$ cat src/rtl/e203_exu_bjp_resolve.sv
// Purpose: checks resolved branch/jump outcomes against the IFU prediction and requests a pipeline flush with the corrected PC.
// Latency: the flush request is raised one cycle after the mispredicting result is accepted.
// Backpressure: bjp_i_ready is low while a flush is outstanding; it returns high the cycle after pipe_flush_ack.
//
// Ports:
//   clk, rst                    clock and synchronous active-high reset
//   bjp_i_valid / bjp_i_ready   resolved-result handshake
//   bjp_i_pc, bjp_i_rv32        branch PC and instruction length (1 = 4 bytes, 0 = 2 bytes)
//   bjp_i_prdt_taken            IFU prediction carried with the instruction
//   bjp_i_rslv_taken            ALU-resolved outcome
//   bjp_i_tgt                   resolved taken target
//   pipe_flush_req / _ack / _pc flush request to IFU, its acknowledge, and the corrected fetch PC
//   cnt_clr, bjp_cnt, mis_cnt   performance counter clear and saturating counts
module e203_exu_bjp_resolve #(
    parameter int PC_SIZE = 32,
    parameter int CNT_W   = 16
) (
    input  logic               clk,
    input  logic               rst,
    input  logic               bjp_i_valid,
    output logic               bjp_i_ready,
    input  logic [PC_SIZE-1:0] bjp_i_pc,
    input  logic               bjp_i_rv32,
    input  logic               bjp_i_prdt_taken,
    input  logic               bjp_i_rslv_taken,
    input  logic [PC_SIZE-1:0] bjp_i_tgt,
    output logic               pipe_flush_req,
    input  logic               pipe_flush_ack,
    output logic [PC_SIZE-1:0] pipe_flush_pc,
    input  logic               cnt_clr,
    output logic [CNT_W-1:0]   bjp_cnt,
    output logic [CNT_W-1:0]   mis_cnt
);

    typedef enum logic {
        IDLE  = 1'b0,
        FLUSH = 1'b1
    } state_t;

    state_t state;
    state_t state_nxt;

    logic               accept;
    logic               mispredict;
    logic [PC_SIZE-1:0] pc_inc;
    logic [PC_SIZE-1:0] corr_pc;

    assign accept     = bjp_i_valid & bjp_i_ready;
    assign mispredict = bjp_i_prdt_taken ^ bjp_i_rslv_taken;
    assign pc_inc     = bjp_i_rv32 ? PC_SIZE'(4) : PC_SIZE'(2);
    // Fall-through PC wraps modulo 2^PC_SIZE; the carry out is dropped on purpose.
    assign corr_pc    = bjp_i_rslv_taken ? bjp_i_tgt : (bjp_i_pc + pc_inc);

    // State register
    always_ff @(posedge clk) begin
        if (rst) begin
            state <= IDLE;
        end else begin
            state <= state_nxt;
        end
    end

    // Next-state logic
    always_comb begin
        state_nxt = state;
        case (state)
            IDLE: begin
                if (accept && mispredict) begin
                    state_nxt = FLUSH;
                end
            end
            FLUSH: begin
                if (pipe_flush_ack) begin
                    state_nxt = IDLE;
                end
            end
            default: state_nxt = IDLE;
        endcase
    end

    // Outputs decoded from the state register only, so ack never reaches req combinationally.
    always_comb begin
        bjp_i_ready    = (state == IDLE);
        pipe_flush_req = (state == FLUSH);
    end

    // Corrected PC is captured only when a flush is launched, so it stays stable throughout FLUSH.
    always_ff @(posedge clk) begin
        if (rst) begin
            pipe_flush_pc <= '0;
        end else if (accept && mispredict) begin
            pipe_flush_pc <= corr_pc;
        end
    end

    // Saturating counters; clear beats a same-cycle increment.
    always_ff @(posedge clk) begin
        if (rst || cnt_clr) begin
            bjp_cnt <= '0;
            mis_cnt <= '0;
        end else if (accept) begin
            if (bjp_cnt != {CNT_W{1'b1}}) begin
                bjp_cnt <= bjp_cnt + 1'b1;
            end
            if (mispredict && (mis_cnt != {CNT_W{1'b1}})) begin
                mis_cnt <= mis_cnt + 1'b1;
            end
        end
    end

endmodule

$ cat config.mk
export PLATFORM = sky130hd
export DESIGN_NAME = e203_exu_bjp_resolve
export DESIGN_NICKNAME = d
export VERILOG_FILES = /design/src/rtl/e203_exu_bjp_resolve.sv
export SDC_FILE = /design/constraint.sdc
export NUM_CORES = 1
export LEC_CHECK = 0
export CAP_MARGIN = 5
export CORE_MARGIN = 2
export CORE_UTILIZATION = 57
export CTS_CLUSTER_SIZE = 10
export DETAILED_ROUTE_END_ITERATION = 8
export DONT_BUFFER_PORTS = 1
export GPL_ROUTABILITY_DRIVEN = 0
export PLACE_DENSITY_LB_ADDON = 0.25
export SETUP_SLACK_MARGIN = 0.5
export SKIP_LAST_GASP = 1
export SLEW_MARGIN = 20
export SYNTH_ARGS = -nofsm -noshare
export SYNTH_HDL_FRONTEND = slang
export SYNTH_SLANG_ARGS = --single-unit
$ cat constraint.sdc
create_clock -name clk -period 2.02 [get_ports clk]
set_clock_uncertainty 0.1 [all_clocks]
set_input_delay 0.404 -clock clk [delete_from_list [all_inputs] [get_ports clk]]
set_output_delay 0.404 -clock clk [all_outputs]
set_load 0.01 [all_outputs]
==> flow_metrics.tcl <==
set metrics [dict create \
    avgSynthCellArea_um2 8.094 \
    cp.required_ns 2.14 \
    min_from "rst" \
    multi_input_area_um2 2789 \
    n_antenna_cell 0 \
    drive_gt1_frac 0.3590 \
    placedCellCount 532 \
    grt_max_degree 37 \
    rsz0062_at_grt "true" \
    first_global_vias 3622 \
    fill_cells 379 \
    grt_use_met1 0.3661 \
    core_area_um2 6277 \
    status "finished clean" \
    layout_setup_ws_ns 0.1578 \
    die_w_um 83.94 \
    met2_usage 0.5120 \
    clk_latency_ns 0.34 \
    io_pins 138 \
    die_h_um 83.94 \
    cts_tree "yes" \
    clkTransAtPathRegs_ns 0.08 \
    grt-busiest-layer "met2" \
    place_ws_ns -0.1693 \
    yosysWarningCount 0 \
    final-setup-viol-count 0 \
    grt_usage 0.3065 \
    hpwl_um 7477 \
    wl_per_cell_um 21.23 \
    synth_cell_types 48 \
    grt_pass1_wl_um 17600 \
    arrival_ns 1.99 \
    holdCritPathClass "input pin to flop" \
    maxCapViolCount 0 \
    area_growth_pct 40.23 \
    portBuffers 0 \
    cts_max_level 3 \
    slew_viol_final 0 \
    use_met3 0.1108 \
    period_share 0.9219 \
    synth_area_um2 3642 \
    synth-seq-area-share 0.3573 \
    critPathSlowestCell "or4_4" \
    start_util 0.5802 \
    cts-root-buf "clkbuf_8" \
    crit_buf_inv 0 \
    final_util 0.8136 \
    r2r-start "mis_cnt[6]" \
    startpoint_type "flop" \
    register_area_um2 1386 \
    cts_made_buffers 9 \
    timing.fmax_ghz 0.5370 \
    cp_top_family "simple AND/OR/NAND/NOR gates" \
    vdd_drop_max_v 0.0004174 \
    path_class "flop to flop" \
    cts_buffer_depth 2 \
    vias_per_cell 6.599 \
    tightest_slew_ns 0.6088 \
    ys.flop_type "dfxtp_1" \
    slew_headroom 0.5926 \
    wl_um 12400 \
    drt.antenna.violating_nets 0 \
    nNetsFinal 579 \
    drc 0 \
    synth_enable_flop_cells 0 \
    vias 3854 \
    p_leak_nw 1.771 \
    cts.sinks 65 \
    drt-initial-drc-count 148 \
    hold_violations 0 \
    instances_no_fill 584 \
    cp-startpoint "mis_cnt[6]" \
    async_reset_ff_frac 0 \
    die_area_um2 7045 \
    cp_max_fo 5 \
    rows 29 \
    p_per_area_nw_per_um2 544.8 \
    synth_nets 527 \
    whs_ns 0.02330 \
    antenna_found_initial 0 \
    endpoint_kind "flop" \
    drt-pass1-iter-count 4 \
    cpPeakStageDelay_ns 0.62 \
    grt.overflow.total 0 \
    syn_inst 450 \
    cp_cell_sequence "nand4_1, or4_4, o21ai_4, xor2_1, nor2_1" \
    synth_seq_cells 65 \
    fin_crit_ns 1.862 \
]
## registers in the layout, summed over array words and instances, names as in the netlist
register,flops
bjp_cnt,16
mis_cnt,16
pipe_flush_pc,32
pipe_flush_req,1
## cells in the final DEF, fill, tap and decap left out, types with 6 or more instances in the layout
| cell type | n |
|---|---|
| nand2_1 | 36 |
| o21ai_0 | 13 |
| nand4_1 | 22 |
| nor2_1 | 39 |
| nor3_4 | 6 |
| buf_4 | 39 |
| a21oi_1 | 20 |
| nand3_2 | 7 |
| a31oi_1 | 7 |
| xor2_1 | 26 |
| xnor2_1 | 16 |
| nor3_1 | 7 |
| inv_1 | 10 |
| o21ai_1 | 8 |
| or3_1 | 9 |
| dfxtp_1 | 39 |
| a211oi_1 | 8 |
| clkbuf_8 | 11 |
| and3_1 | 8 |
| nand3_1 | 16 |
| buf_6 | 16 |
| dfxtp_4 | 21 |
| nor4_4 | 7 |
## area by class of cell
| cell class | count | area share |
|---|---|---|
| multi-input combinational | 353 | 0.5461 |
| sequential | 65 | 0.2714 |
| clock buffer | 16 | 0.03332 |
| timing repair buffer | 62 | 0.1171 |
| tap | 77 | 0.01886 |
| inverter | 11 | 0.01323 |
## path summary, 6_finish.rpt
kind | endpoint | slack, ns | depth (start not counted)
worst min register to register | pipe_flush_pc[6] | 0.41 | 2
worst max-delay path | mis_cnt[0] | 0.16 | 5
worst min-delay path | pipe_flush_req | 0.02 | 1
worst max register to register | mis_cnt[0] | 0.16 | 5
## cells in the mapped netlist (all sizes together) (9+ instances only)
| cell type | number | area (um2) |
|---|---|---|
| dfxtp | 65 | 1301 |
| nor2 | 45 | 168.9 |
| nand2 | 38 | 142.6 |
| xor2 | 28 | 245.2 |
| nand3 | 25 | 130.1 |
| a21oi | 24 | 120.1 |
| o21ai | 24 | 123.9 |
| nand4 | 23 | 158.9 |
| xnor2 | 21 | 183.9 |
| nor3 | 18 | 100.1 |
| clkbuf | 14 | 52.55 |
| a211oi | 12 | 95.09 |
| inv | 11 | 41.29 |
| and3 | 10 | 62.56 |
| nor4 | 10 | 83.83 |
| or3 | 10 | 62.56 |
| a31oi | 9 | 56.30 |
## repair_timing
action,in CTS,in global routing
resized for setup,58,47
buffers inserted,21,11
endpoints found under the setup margin,62,59
gates cloned,0,4
pin swaps,57,51
hold buffers,0,0
## cell families (layout without fill, tap and decap cells)
family / after synthesis / after routing / share of synthesized area
adder cells (fa/ha/maj): 5 / 5 / 0.01924
XOR/XNOR: 49 / 49 / 0.1178
buffers and inverters: 32 / 89 / 0.03470
AND/OR/NAND/NOR: 204 / 204 / 0.3040
AO/OA/AOI/OAI: 91 / 91 / 0.1560
multiplexers: 4 / 4 / 0.01099
flip-flops: 65 / 65 / 0.3573
## stage by stage
stage	setup TNS [ns]	instance area [um2]	total power, W
final	0	5107	0.002783
after global routing	0	5107	0.002868
after CTS	0	4725	0.002697
after detailed placement	-0.7907	4161	0.001712
after global placement	-0.2205	4161	0.001703
after floorplan	0	3995	0.001664
## layer usage
metal | part of all wire | up-vias
met5 | 0 | -
met4 | 0.028 | 0
met3 | 0.10 | 41
met2 | 0.51 | 213
met1 | 0.36 | 1851
li1 | - | 1749
## report_power, final
| group | total [W] | leakage (nW) | switching (W) | internal, W |
|---|---|---|---|---|
| sequential | 0.00138 | 0.548 | 0.0000693 | 0.00131 |
| combinational | 0.000407 | 1.14 | 0.000208 | 0.000199 |
| clock | 0.000999 | 0.0850 | 0.000482 | 0.000517 |
| total | 0.00278 | 1.77 | 0.000759 | 0.00202 |
Power figures use the tool's default switching activity.
